**config.mk**
```make
export PLATFORM = sky130hd
export DESIGN_NAME = lid_rx_shell
export DESIGN_NICKNAME = d
export VERILOG_FILES = /design/src/rtl/lid_rx_shell.sv
export SDC_FILE = /design/constraint.sdc
export NUM_CORES = 1
export LEC_CHECK = 0
export ABC_AREA = 1
export CAP_MARGIN = 10
export CORE_MARGIN = 5
export CORE_UTILIZATION = 28
export CTS_CLUSTER_SIZE = 28
export DETAILED_ROUTE_END_ITERATION = 12
export HOLD_SLACK_MARGIN = 0.02
export SYNTH_ARGS = -nofsm -noshare
export SYNTH_HDL_FRONTEND = slang
export SYNTH_SLANG_ARGS = --single-unit
```
**constraint.sdc**
```tcl
create_clock -name clock -period 2.7 [get_ports clock]
set_clock_uncertainty 0.15 [all_clocks]
set_input_delay 0.54 -clock clock [delete_from_list [all_inputs] [get_ports clock]]
set_output_delay 0.54 -clock clock [all_outputs]
set_load 0.1 [all_outputs]
```
**src/rtl/lid_rx_shell.sv**
```systemverilog
// ---------------------------------------------------------------------------
// lid_rx_shell
//
// Receiver end of a latency-insensitive channel. The upstream sender runs a
// credit scheme driven by o_ready and may still launch up to
// ROUND_TRIP_LATENCY tokens after it sees o_ready low. Those in-flight tokens
// land in a skid FIFO. Void tokens are dropped. Informative tokens are
// presented to the downstream core with a valid/ready handshake.
//
// Ports
//   clock             in   posedge clock
//   reset             in   asynchronous, active-low; clears all state
//   i_valid           in   upstream channel strobe
//   i_top_data_valid  in   1 = informative token, 0 = void token
//   i_top_data_data   in   token payload (signed, DATA_WIDTH)
//   o_ready           out  registered credit/ready to the sender
//   o_valid           out  FIFO head present to the core
//   o_top_data_valid  out  same as o_valid (voids are never stored)
//   o_top_data_data   out  payload at FIFO head
//   i_ready           in   core accepts the head this cycle
//   o_count           out  current occupancy
//   o_overflow        out  sticky; a token arrived while the FIFO was full
// ---------------------------------------------------------------------------
module lid_rx_shell #(
    parameter int DATA_WIDTH         = 16,
    parameter int N_STAGES           = 1,
    parameter int ROUND_TRIP_LATENCY = 2 * N_STAGES,
    parameter int DEPTH              = 8
) (
    input  logic                         clock,
    input  logic                         reset,
    input  logic                         i_valid,
    input  logic                         i_top_data_valid,
    input  logic signed [DATA_WIDTH-1:0] i_top_data_data,
    output logic                         o_ready,
    output logic                         o_valid,
    output logic                         o_top_data_valid,
    output logic signed [DATA_WIDTH-1:0] o_top_data_data,
    input  logic                         i_ready,
    output logic [$clog2(DEPTH+1)-1:0]   o_count,
    output logic                         o_overflow
);

    localparam int PTR_W = (DEPTH > 1) ? $clog2(DEPTH) : 1;
    localparam int CNT_W = $clog2(DEPTH + 1);
    localparam logic [PTR_W-1:0] LAST_PTR  = PTR_W'(DEPTH - 1);
    localparam logic [CNT_W-1:0] FULL_OCC  = CNT_W'(DEPTH);

    // The FIFO must be able to swallow every token still in flight once the
    // sender has seen o_ready drop; anything shallower can overflow legally.
    if (DEPTH <= ROUND_TRIP_LATENCY) begin : g_depth_check
        $error("lid_rx_shell: DEPTH must exceed ROUND_TRIP_LATENCY");
    end

    logic signed [DATA_WIDTH-1:0] mem_q [DEPTH];
    logic [PTR_W-1:0]             wr_ptr_q, wr_ptr_d;
    logic [PTR_W-1:0]             rd_ptr_q, rd_ptr_d;
    logic [CNT_W-1:0]             occ_q, occ_d;
    logic                         ready_q, ready_d;
    logic                         ovf_q, ovf_d;

    logic token;
    logic full;
    logic push;
    logic pop;

    always_comb begin
        token = i_valid & i_top_data_valid;
        full  = (occ_q == FULL_OCC);
        pop   = (occ_q != '0) & i_ready;
        // Push is deliberately not gated by o_ready: the sender's credit rule
        // bounds traffic, so a token arriving with o_ready low is legitimate.
        push  = token & (~full | pop);

        occ_d = occ_q;
        if (push && !pop) begin
            occ_d = occ_q + CNT_W'(1);
        end else if (pop && !push) begin
            occ_d = occ_q - CNT_W'(1);
        end

        // Explicit wrap so that non-power-of-two depths work.
        wr_ptr_d = wr_ptr_q;
        if (push) begin
            wr_ptr_d = (wr_ptr_q == LAST_PTR) ? '0 : wr_ptr_q + PTR_W'(1);
        end

        rd_ptr_d = rd_ptr_q;
        if (pop) begin
            rd_ptr_d = (rd_ptr_q == LAST_PTR) ? '0 : rd_ptr_q + PTR_W'(1);
        end

        // Credit looks ahead at next occupancy so the sender is throttled
        // early enough for its in-flight tokens to still fit.
        ready_d = ((32'(occ_d) + ROUND_TRIP_LATENCY) < DEPTH);

        ovf_d = ovf_q | (token & full & ~pop);
    end

    always_ff @(posedge clock or negedge reset) begin
        if (!reset) begin
            wr_ptr_q <= '0;
            rd_ptr_q <= '0;
            occ_q    <= '0;
            ready_q  <= 1'b1;
            ovf_q    <= 1'b0;
        end else begin
            wr_ptr_q <= wr_ptr_d;
            rd_ptr_q <= rd_ptr_d;
            occ_q    <= occ_d;
            ready_q  <= ready_d;
            ovf_q    <= ovf_d;
        end
    end

    always_ff @(posedge clock or negedge reset) begin
        if (!reset) begin
            for (int i = 0; i < DEPTH; i++) begin
                mem_q[i] <= '0;
            end
        end else if (push) begin
            mem_q[wr_ptr_q] <= i_top_data_data;
        end
    end

    // All outputs come straight from registered state; there is no bypass
    // from the input to the head.
    assign o_ready          = ready_q;
    assign o_valid          = (occ_q != '0);
    assign o_top_data_valid = (occ_q != '0);
    assign o_top_data_data  = mem_q[rd_ptr_q];
    assign o_count          = occ_q;
    assign o_overflow       = ovf_q;

endmodule

```
==> run summary, run 1 <==
First-pass GRT wire length = 28000 um
Unique masters post-synth = 25
Area share of the leading cell type in the synthesized netlist = 0.513
CP max stage cell = dfrtp_2
GRT Util Overall = 0.126
Number of antenna violations at the first check in global routing = 0
GRT overflow = 0
Vias per inst = 4.65
Starting density of the core = 0.281
Later-pin clock latency in the skew report = 0.42 ns
Sink Count = 140
Input/output buffers = 44
HPWL after detailed placement = 9860 um
Drt pass-1 iters = 5
Setup TNS = 0 ns
CP required = 2.01 ns
Unrepaired setup endpoints after global routing = yes
Most common cell after layout, fill and taps aside = nand2_1
Die W = 166 um
Final Net Count = 857
Total die area = 27400 sq um
CTS tree = built
Crit. End Element = output port
Yosys warnings = 0
Num CTS Buffers = 17
Synth area leaders = dfrtp_1 51%, nand2_1 11%, o21ai_1 8.2%, o21ai_0 6.7%, nor2_1 6.0%
Core ar. = 24100 sq um
Register area share after synthesis = 0.517
Wire per inst = 15.0 um
I/O pins = 45
# DRC = 0
Fmax = 0.377 GHz
Cell count after synthesis = 791
Net Count, Synth = 820
1st-iter DRT viols = 358
Worst setup path class = reg -> out
Layout cell share with drive strength beyond 1 = 0.173
HP Class = reg -> reg
Post-DRT Antenna Nets = 0
Vias in the first global route = 5221
Commonest cells after routing, fill and taps aside = 192 x nand2_1, 134 x dfrtp_1, 126 x o21ai_1, 108 x nor2_1, 75 x o21ai_0
Max Slew Vio Count = 0
Largest net degree at the start of global routing = 66
Area delta synth->final = 23.7%
Worst-path fanout max = 13
Period utilization = 0.981
Hold Fails Final Rpt = 0
Fill count = 2497
Die H = 166 um
Antenna cells = 0
Status = finished clean
Clock transition at path regs = 0.06 ns
Worst Hold Slack = 0.327 ns
CP Cell Sequence = clkinvlp_4 -> buf_12 -> buf_6 -> nor2_1 -> o21ai_0 -> nand2_1 -> nand2_1 -> buf_12
Synth Register Bits = 140
Total wire length = 17500 um
Largest stage delay, worst path = 0.45 ns
Root buffer cell = clkbuf_16
Slew margin rel. = 0.655
Maximum clock path buffer count = 2
Least-Margin Pin Slew = 0.517 ns
Gpl congestion = 0.769
Row count = 57
Tmin final = 2.65 ns
CTS H-tree lvls = 4
Vias = 5411
Leading area contributor after synthesis = dfrtp_1
Seq. cell area = 3510 sq um
Max-cap violations = 0
Worst path buffer plus inverter count = 4
Final setup violating endpoints = 0
Post-Syn Area = 6780 sq um
Crit path DAT = 1.96 ns
Multi-input combinational cell area = 2820 sq um
Delay-heaviest family, CP = buffers and inverters
Syn_area_per_cell = 8.57 sq um
Startpoint Class = register
## synth_stat cells (all sizes together)
| cell type | n |
|---|---|
| a21oi | 1 |
| buf | 39 |
| clkbuf | 10 |
| clkinv | 1 |
| dfrtp | 139 |
| dfstp | 1 |
| ha | 8 |
| inv | 29 |
| nand2 | 204 |
| nand3 | 13 |
| nand4 | 1 |
| nor2 | 109 |
| o21ai | 232 |
| o21bai | 1 |
| or2 | 3 |
## per-layer routing
layer	wire, um	GRT usage
met3	577	0.0210
met2	8230	0.211
met1	8310	0.163
met5	0	0
met4	382	0.0488
## flip-flops by register name, summed over array words and instances (netlist names)
name	cells
o_ready	1
mem_q	128
o_count	4
rd_ptr_q	3
wr_ptr_q	3
o_overflow	1
## cells by family after synthesis
| logic type | count (synthesis) | share of synthesized area |
|---|---|---|
| fa+ha+maj | 8 | 0.0148 |
| buf+inv | 79 | 0.0733 |
| simple gates | 330 | 0.205 |
| flops | 140 | 0.517 |
| compound gates | 234 | 0.190 |
## layout make-up
type | instances | share of cell area
sequential | 140 | 0.419
clock inverter | 11 | 0.0200
tap | 324 | 0.0483
timing repair buffer | 67 | 0.108
clock buffer | 20 | 0.0545
multi-input combinational | 572 | 0.337
inverter | 30 | 0.0139
## per-stage QoR
stage	worst slack (ns)	utilization	area (sq um)	std cells
global placement	0.243	0.315	7580	1126
CTS	0.0839	0.341	8220	1158
detailed placement	0.209	0.315	7580	1126
global route	-0.0398	0.348	8390	1164
floorplan	0.00423	-	6800	791
finish	0.0500	0.348	8390	1164
## timing repair
| action | in CTS | in global routing |
|---|---|---|
| endpoints found under the hold margin | 34 | 0 |
| endpoints found under the setup margin | 0 | 10 |
| gates resized for setup | 0 | 33 |
| hold buffers | 1 | 0 |
| setup buffers | 0 | 1 |
## worst min-delay path, cell delays in order, from the launching register on
cell	delay (ns)
dfrtp_1	0.34
nand2_1	0.06
o21ai_2	0.05
## worst paths after layout
check                           cells after the start  slack, ns                  end        start
worst min register to register                      2       0.33            mem_q[90]    mem_q[90]
worst min-delay path                                2       0.33            mem_q[90]    mem_q[90]
worst max-delay path                                8       0.05  o_top_data_data[15]  rd_ptr_q[0]
max in group asynchronous                           3       1.24            mem_q[28]        reset
worst max register to register                     11       0.39              o_ready   o_count[0]
min in group asynchronous                           2       0.45           o_count[3]        reset
Power of run 1 is left out: the tool's default activity adds up to more than one toggle a clock period on the data nets, which glitch-free logic cannot reach.
==> run 2: changes to the inputs <==
--- a/config.mk
+++ b/config.mk
@@ -12,6 +12,7 @@
 export CTS_CLUSTER_SIZE = 28
 export DETAILED_ROUTE_END_ITERATION = 12
 export HOLD_SLACK_MARGIN = 0.02
+export MAX_ROUTING_LAYER = met4
 export SYNTH_ARGS = -nofsm -noshare
 export SYNTH_HDL_FRONTEND = slang
 export SYNTH_SLANG_ARGS = --single-unit
==> run 2 against run 1 <==
Net effect: the run now ends with setup timing left; final area rose by 0.45%; largest cell class unchanged; register-to-register slack barely moved; worst hold slack got worse by 0.00099 ns.
==> run summary, run 2 (same netlist as run 1, synthesis figures left out) <==
Status = finished, violations left
Failing checks = setup timing
Die H = 166 um (unchanged)
Fmax = 0.368 GHz (-2.5%)
Tmin final = 2.72 ns (+0.0673 ns)
Worst path buffer plus inverter count = 5 (+1)
Core ar. = 24100 sq um (unchanged)
Worst hold start = mem_q[25]
Post-DRT Antenna Nets = 0 (unchanged)
CTS H-tree lvls = 4 (unchanged)
Final Net Count = 859 (+0.23%)
Max Slew Vio Count = 0 (unchanged)
Delay-heaviest family, CP = buffers and inverters
Final setup violating endpoints = 1 (+1)
CTS tree = built
Hold Path End = mem_q[25]
R2r startpoint = o_count[0]
Input/output buffers = 44 (unchanged)
Largest net degree at the start of global routing = 66 (unchanged)
Later-pin clock latency in the skew report = 0.42 ns (about the same)
Setup WS post-layout = -0.0173 ns (-0.0673 ns)
Placed cell count = 1126 (unchanged)
Worst setup path class = reg -> out
GRT Util Overall = 0.129 (+0.00365)
Antenna cells = 0 (unchanged)
Root buffer cell = clkbuf_16
Num CTS Buffers = 17 (unchanged)
Drt pass-1 iters = 5 (unchanged)
Period utilization = 1.01 (+0.0249)
# DRC = 0 (unchanged)
Worst-path fanout max = 13 (unchanged)
Most frequent CP cell = buf_12
Startpoint Class = register
Largest register FFs = 128 (unchanged)
Reg2Reg Depth = 11 (unchanged)
I/O pins = 45 (unchanged)
Maximum clock path buffer count = 2 (unchanged)
Hold Fails Final Rpt = 0 (unchanged)
Gpl congestion = 0.779 (+1.3%)
Layout cell share with drive strength beyond 1 = 0.173 (+0.000778)
GRT overflow = 0 (unchanged)
Area delta synth->final = 24.2%
Hold Path Depth = 2 (unchanged)
CP required = 2.01 ns (about the same)
First-pass GRT wire length = 28000 um (about the same)
RR Endpoint = o_ready
Vias per inst = 4.61 (-0.84%)
Die W = 166 um (unchanged)
Setup TNS = -0.0173 ns (-0.0173 ns)
Sink Count = 140 (unchanged)
HPWL after detailed placement = 9860 um (unchanged)
Starting density of the core = 0.281 (unchanged)
Max-cap violations = 0 (unchanged)
Slew margin rel. = 0.650 (-0.00568)
CP max stage cell = dfrtp_2
Setup crit start = rd_ptr_q[0]
Wire per inst = 15.0 um (about the same)
Crit. End Element = output port
Row count = 57 (unchanged)
CP Cell Sequence = clkinvlp_4 -> buf_12 -> buf_6 -> buf_12 -> nor2_1 -> o21ai_0 -> nand2_1 -> nand2_2 -> buf_12
Reg2Reg Setup Slack = 0.39 ns (about the same)
Vias = 5375 (-0.67%)
Total wire length = 17500 um (+0.22%)
Commonest cells after routing, fill and taps aside = 193 x nand2_1, 134 x dfrtp_1, 122 x o21ai_1, 107 x nor2_1, 80 x o21ai_0
HP Class = reg -> reg
Fin cells = 1166 (+0.17%)
Largest Register = mem_q
1st-iter DRT viols = 351 (-2.0%)
Total die area = 27400 sq um (unchanged)
Least-Margin Pin Slew = 0.526 ns (+0.00852 ns)
Crit path DAT = 2.03 ns (+0.07 ns)
Most common cell after layout, fill and taps aside = nand2_1
Clock transition at path regs = 0.06 ns (about the same)
Number of antenna violations at the first check in global routing = 0 (unchanged)
Vias in the first global route = 5211 (-0.19%)
Largest stage delay, worst path = 0.45 ns (about the same)
run 2: cell types whose count changed in the layout (fill, tap and decap cells not counted), moves of 2 or more:
cell | previous run | this run
o21ai_0 | 75 | 80
buf_4 | 16 | 18
buf_6 | 5 | 2
o21ai_1 | 126 | 122
buf_12 | 22 | 25
run 2: final cells by class:
cell class,count,area [sq um]
inverter,30,116
multi-input combinational,572,2820
timing repair buffer,69,948
fill,2505,15700
clock inverter,11,168
sequential,140,3510
tap,324,405
clock buffer,20,457
run 2: how the worst max path moves through the flow:
stage | end | slack (ns) | depth (start not counted)
6_report | o_top_data_data[15] | -0.02 | 9
5_1_grt | o_top_data_data[15] | -0.06 | 9
3_5_place_dp | o_ready | 0.21 | 11
2_1_floorplan | o_ready | 0.004 | 11
4_1_cts | o_top_data_data[5] | 0.08 | 7
3_3_place_gp | o_ready | 0.24 | 11
run 2: timing repair:
action | CTS | global route
setup buffers | 0 | 4
gates resized for setup | 0 | 34
hold endpoints to repair | 34 | 0
endpoints found under the setup margin | 0 | 10
hold buffers | 1 | 0
run 2: per-layer routing:
metal / global-route usage / wire (um) / vias up / part of all wire
met5: - / 0 / - / 0
met4: 0.0434 / 350 / 0 / 0.020
met3: 0.0236 / 599 / 27 / 0.034
met2: 0.210 / 8440 / 117 / 0.48
met1: 0.163 / 8150 / 2556 / 0.46
li1: - / - / 2675 / -
run 2: through the flow:
step	worst slack (ns)	area, sq um	utilization	hold WS, ns
finish	-0.0173	8420	0.349	0.326
global route	-0.0648	8420	0.349	0.349
CTS	0.0839	8220	0.341	0.327
detailed placement	0.209	7580	0.315	0.312
global placement	0.243	7580	0.315	0.309
floorplan	0.00423	6800	-	0.0944
run 2: worst min-delay path: stages, from the launching register on:
cell and delay [ns]:
dfrtp_1 0.34, nand2_1 0.06, o21ai_2 0.05
Power of run 2 is left out for the same reason.
==> run 3: changes to the inputs <==
--- a/config.mk
+++ b/config.mk
@@ -8,11 +8,12 @@
 export ABC_AREA = 1
 export CAP_MARGIN = 10
 export CORE_MARGIN = 5
-export CORE_UTILIZATION = 28
+export CORE_UTILIZATION = 55
 export CTS_CLUSTER_SIZE = 28
 export DETAILED_ROUTE_END_ITERATION = 12
 export HOLD_SLACK_MARGIN = 0.02
 export MAX_ROUTING_LAYER = met4
+export PLACE_DENSITY = 0.75
 export SYNTH_ARGS = -nofsm -noshare
 export SYNTH_HDL_FRONTEND = slang
 export SYNTH_SLANG_ARGS = --single-unit
==> run 3 against run 2 <==
Net effect: the run now ends clean; setup slack improved by 0.12 ns; fmax increased by 4.6%; routed wire length is 0.27% higher; register-to-register slack better by 0.02 ns; global-route usage rose by 13 points; flip-flop and latch count stayed put; final cell count shrank 13%; final area down 4.1%; critical path depth fell by 2; utilization increased by 32 points; non-clock buffer count is 1 higher; critical path type unchanged; critical endpoint is now o_top_data_data[11].
==> run summary, run 3 (same netlist as run 1, synthesis figures left out) <==
Status = finished clean
Total wire length = 17600 um (+0.27%)
Input/output buffers = 44 (unchanged)
Total die area = 14600 sq um (-47%)
Sink Count = 140 (unchanged)
Largest Register = mem_q
Tmin final = 2.60 ns (-0.119 ns)
GRT Util Overall = 0.257 (+0.127)
1st-iter DRT viols = 583 (+66%)
Area delta synth->final = 19.1%
Reg2Reg Setup Slack = 0.41 ns (+0.02 ns)
Core ar. = 12100 sq um (-50%)
Placed cell count = 972 (-14%)
Antenna cells = 0 (unchanged)
Row count = 40 (-30%)
Post-DRT Antenna Nets = 0 (unchanged)
Worst-path fanout max = 25 (+12)
RR Endpoint = o_ready
# DRC = 0 (unchanged)
Unrepaired setup endpoints after global routing = no
Wire per inst = 17.4 um (+16%)
Largest register FFs = 128 (unchanged)
R2r startpoint = o_count[0]
Crit path DAT = 1.91 ns (-0.12 ns)
Vias in the first global route = 5626 (+8.0%)
CP required = 2.01 ns (about the same)
Max-cap violations = 0 (unchanged)
Maximum clock path buffer count = 2 (unchanged)
First-pass GRT wire length = 28600 um (+2.2%)
Crit. End Element = output port
Later-pin clock latency in the skew report = 0.42 ns (about the same)
Startpoint Class = register
Final Net Count = 860 (+0.12%)
Worst setup path class = reg -> out
Least-Margin Pin Slew = 0.766 ns (+0.240 ns)
Starting density of the core = 0.562 (+0.281)
Clock transition at path regs = 0.06 ns (about the same)
Max Slew Vio Count = 0 (unchanged)
Num CTS Buffers = 17 (unchanged)
Number of antenna violations at the first check in global routing = 0 (unchanged)
Reg2Reg Depth = 11 (unchanged)
CTS H-tree lvls = 4 (unchanged)
Fill count = 920 (-63%)
Final Util = 0.670 (+0.320)
Multi-input combinational cell area = 2800 sq um (-0.80%)
Setup TNS = 0 ns (+0.0173 ns)
Root buffer cell = clkbuf_16
Die W = 121 um (-27%)
Layout cell share with drive strength beyond 1 = 0.158 (-0.0154)
Vias = 5731 (+6.6%)
Drt pass-1 iters = 7 (+2)
Gpl congestion = 0.805 (+3.3%)
Seq. cell area = 3510 sq um (about the same)
Vias per inst = 5.67 (+23%)
I/O pins = 45 (unchanged)
Fmax = 0.385 GHz (+4.6%)
GRT overflow = 0 (unchanged)
Commonest cells after routing, fill and taps aside = 201 x nand2_1, 134 x dfrtp_1, 113 x o21ai_1, 108 x nor2_1, 89 x o21ai_0
CTS tree = built
Hold Fails Final Rpt = 0 (unchanged)
Slew margin rel. = 0.489 (-0.160)
HP Class = in -> async
Die H = 121 um (-27%)
Most common cell after layout, fill and taps aside = nand2_1
Largest net degree at the start of global routing = 79 (+20%)
Period utilization = 0.962 (-0.0441)
HPWL after detailed placement = 10200 um (+3.9%)
Fin cells = 1010 (-13%)
Final setup violating endpoints = 0 (-1)
[run 3: final cells by class]
cell class                      count  share of cell area
Timing Repair Buffer               70               0.112
Clock buffer                       29              0.0657
Tap cell                          168              0.0260
Multi-Input combinational cell    572               0.346
Clock inverter                      1            0.000620
Inverter                           30              0.0139
Sequential cell                   140               0.435
[run 3: per-layer routing]
layer	wire length [um]	GRT usage	part of all wire
met1	7370	0.323	0.42
met2	8680	0.404	0.49
met3	1130	0.0681	0.064
met4	403	0.0892	0.023
met5	0	-	0
[run 3: worst max path at each step]
stage / startpoint / to / cells after the start
6_report: rd_ptr_q[0] / o_top_data_data[11] / 7
3_3_place_gp: i_ready / o_ready / 11
5_1_grt: rd_ptr_q[0] / o_top_data_data[6] / 7
4_1_cts: rd_ptr_q[1] / o_top_data_data[7] / 6
2_1_floorplan: o_count[0] / o_ready / 11
3_5_place_dp: i_ready / o_ready / 11
[run 3: metrics by stage]
step	worst slack [ns]	hold slack (ns)	cell area (sq um)
floorplan	0.00423	0.0944	6800
global placement	0.234	0.308	7400
detailed placement	0.220	0.320	7400
CTS	0.0104	0.0488	8000
global route	0.0210	0.0842	8080
finish	0.102	0.0199	8080
[run 3: critical path, cell delays in order (launching register included)]
cell and delay [ns]:
dfrtp_2 0.42, inv_2 0.11, bufbuf_16 0.33, nor2_1 0.05
o21ai_1 0.12, nand2_1 0.06, nand2_1 0.17, buf_12 0.20
[run 3: what timing repair did]
item                                    in CTS  in global routing
hold buffers                                 0                  0
buffers inserted                             3                  2
endpoints found under the setup margin      10                 12
gates resized for setup                      1                  7
cloned                                       1                  2
Power of run 3 is left out for the same reason.
==> edit, RTL diff (flow settings as in run 2) <==
`DEPTH`: 8 -> 16.
--- a/src/rtl/lid_rx_shell.sv
+++ b/src/rtl/lid_rx_shell.sv
@@ -25,7 +25,7 @@
     parameter int DATA_WIDTH         = 16,
     parameter int N_STAGES           = 1,
     parameter int ROUND_TRIP_LATENCY = 2 * N_STAGES,
-    parameter int DEPTH              = 8
+    parameter int DEPTH              = 16
 ) (
     input  logic                         clock,
     input  logic                         reset,
Ports: changed (resized o_count); port bits go from 45 to 46. No check against the original RTL was run, so the function may have changed too.
==> edit against run 2 <==
- the flow still finishes with violations (setup timing)
- worst setup slack got worse by 0.23 ns
- routed wire length increased to 2.6 times the old value
- cell area rose by 110%
- first-iteration DRC count increased to 3.4 times the old value
- area after synthesis grew 99%
- sequential cell count is 131 higher
- highest routed layer unchanged
==> edit: results (changes against run 2) <==
Synthesis
  • Largest cells by area after synthesis: dfrtp_1 (50%), nand2_1 (20%), nand3_1 (13%), a21oi_1 (2.5%), o21ai_0 (2.4%) (was dfrtp_1 (51%), nand2_1 (11%), o21ai_1 (8.2%), o21ai_0 (6.7%), nor2_1 (6.0%))
  • Synth cell count leaders: nand2_1 (735), nand3_1 (344), dfrtp_1 (270) (was nand2_1 (203), dfrtp_1 (139), o21ai_1 (111))
  • Register area share after synthesis: 50.3% (was 51.7%)
  • Synth Area in Adders: 0.835% (was 1.48%)
  • Syn_nets: 1846 (was 820)

Layout
  • Multi-input logic area: 6480 sq um (was 2820 sq um)
  • Non-Clock Buffer Count: 152 (was 69)
  • Final #Nets: 1888 (was 859)
  • Max reg flops: 256 (was 128)
  • FF+latch count: 271 (was 140)
  • Seq/total area: 39.2% (was 41.7%)
  • Non-clock buffers, area share: 11.7% (was 11.3%)
  • Ratio of cells with drive above 1 in the final layout: 19.4% (was 17.3%)
  • P&R area growth vs syn: 28.8% (was 24.2%)
  • Signal inverters: 56 (was 30)

Route
  • Routed wire length: 45900 um (was 17500 um)
  • Avg Vias per Cell: 5.14 (was 4.61)
  • Routed wl met2: 20900 um (was 8440 um)
  • DR iter-0 viols: 1207 (was 351)
  • Initial DRT Pass Iterations: 7 (was 5)

Timing
  • Setup ws final: -0.245 ns (was -0.0173 ns)
  • Endpoints failing setup: 16 (was 1)
  • Slew HR: 48.2% (was 65.0%)

Placement
  • Pre-CTS setup slack: 0.187 ns (was 0.209 ns)
  • Dpl hpwl: 27400 um (was 9860 um)
  • Port buffer count: 45 (was 44)
  • Placer Congestion: 0.848 (was 0.779)
  • DP Area: 15000 sq um (was 7580 sq um)

Clocking
  • Max clock buf depth: 3 (was 2)
  • TritonCTS Buffers: 30 (was 17)
  • Worst-skew pair later-pin latency: 0.56 ns (was 0.42 ns)

Setup path
  • R2r setup slk: 0.32 ns (was 0.39 ns)
  • Worst endpoint data arrival time: 2.26 ns (was 2.03 ns)
  • CP max stage delay: 0.57 ns (was 0.45 ns)
  • Reg2reg path depth: 15 (was 11)
  • Crit path max-delay cell type: dfrtp_4 (was dfrtp_2)

Global routing
  • Met2 usage: 25.8% (was 21.0%)
  • Pin count of the biggest net entering global routing: 70 (was 66)
  • M1 GR Usage: 24.2% (was 16.3%)
  • Grt met3 use: 2.59% (was 2.36%)
  • Vias in the first global route: 12400 (was 5211)
  • First-pass GRT wire length: 71500 um (was 28000 um)

Status
  • Failing checks: setup timing (unchanged)
  • Outcome: complete, but fails checks (unchanged)

Floorplanning
  • Core Rows: 80 (was 57)
## edit: cell families after synthesis
| family | after synthesis |
|---|---|
| compound gates | 148 |
| fa+ha+maj | 9 |
| buf+inv | 198 |
| flops | 271 |
| simple gates | 1190 |
## edit: metrics by stage
stage / cells / setup TNS [ns] / hold WS [ns]
after floorplan: 1816 / 0 / 0.0944
after global placement: 2414 / 0 / 0.297
after detailed placement: 2414 / 0 / 0.303
after CTS: 2490 / -3.34 / 0.319
after global routing: 2497 / -4.04 / 0.339
final: 2497 / -3.21 / 0.318
## edit: power groups by stage
stage	clock (W)	combinational, W	sequential (W)
2_1_floorplan	0	0.00666	0.00683
3_3_place_gp	0	0.0105	0.00673
3_5_place_dp	0	0.0106	0.00676
4_1_cts	0.00446	0.0122	0.00677
5_1_grt	0.00464	0.0139	0.00706
6_report	0.00440	0.0130	0.00687
## edit: worst paths after layout
check / start / end
hold / removal: mem_q[64] / mem_q[64]
setup reg to reg: o_count[0] / o_ready
max in group asynchronous: reset / mem_q[245]
hold reg to reg: mem_q[64] / mem_q[64]
setup / recovery: rd_ptr_q[0] / o_top_data_data[11]
min in group asynchronous: reset / mem_q[173]
## edit: repair_timing
action / CTS / global route
setup endpoints to repair: 16 / 18
cloned: 11 / 8
setup buffers: 8 / 2
pin swaps: 47 / 50
resized for setup: 134 / 117
endpoints found under the hold margin: 62 / 0
hold buffers: 1 / 0
## edit: worst reg2reg max path: stages, from the launching register on
cell and delay [ns]:
dfrtp_4 0.51, inv_1 0.08, ha_1 0.17, nand2_1 0.10
nor2_4 0.18, nand2_4 0.07, nand2_1 0.16, clkinv_1 0.15
ha_1 0.25, inv_1 0.09, nor2_1 0.05, nand2_1 0.07
nand3_1 0.09, nand2_1 0.08, nor2_1 0.05, nor2_1 0.09
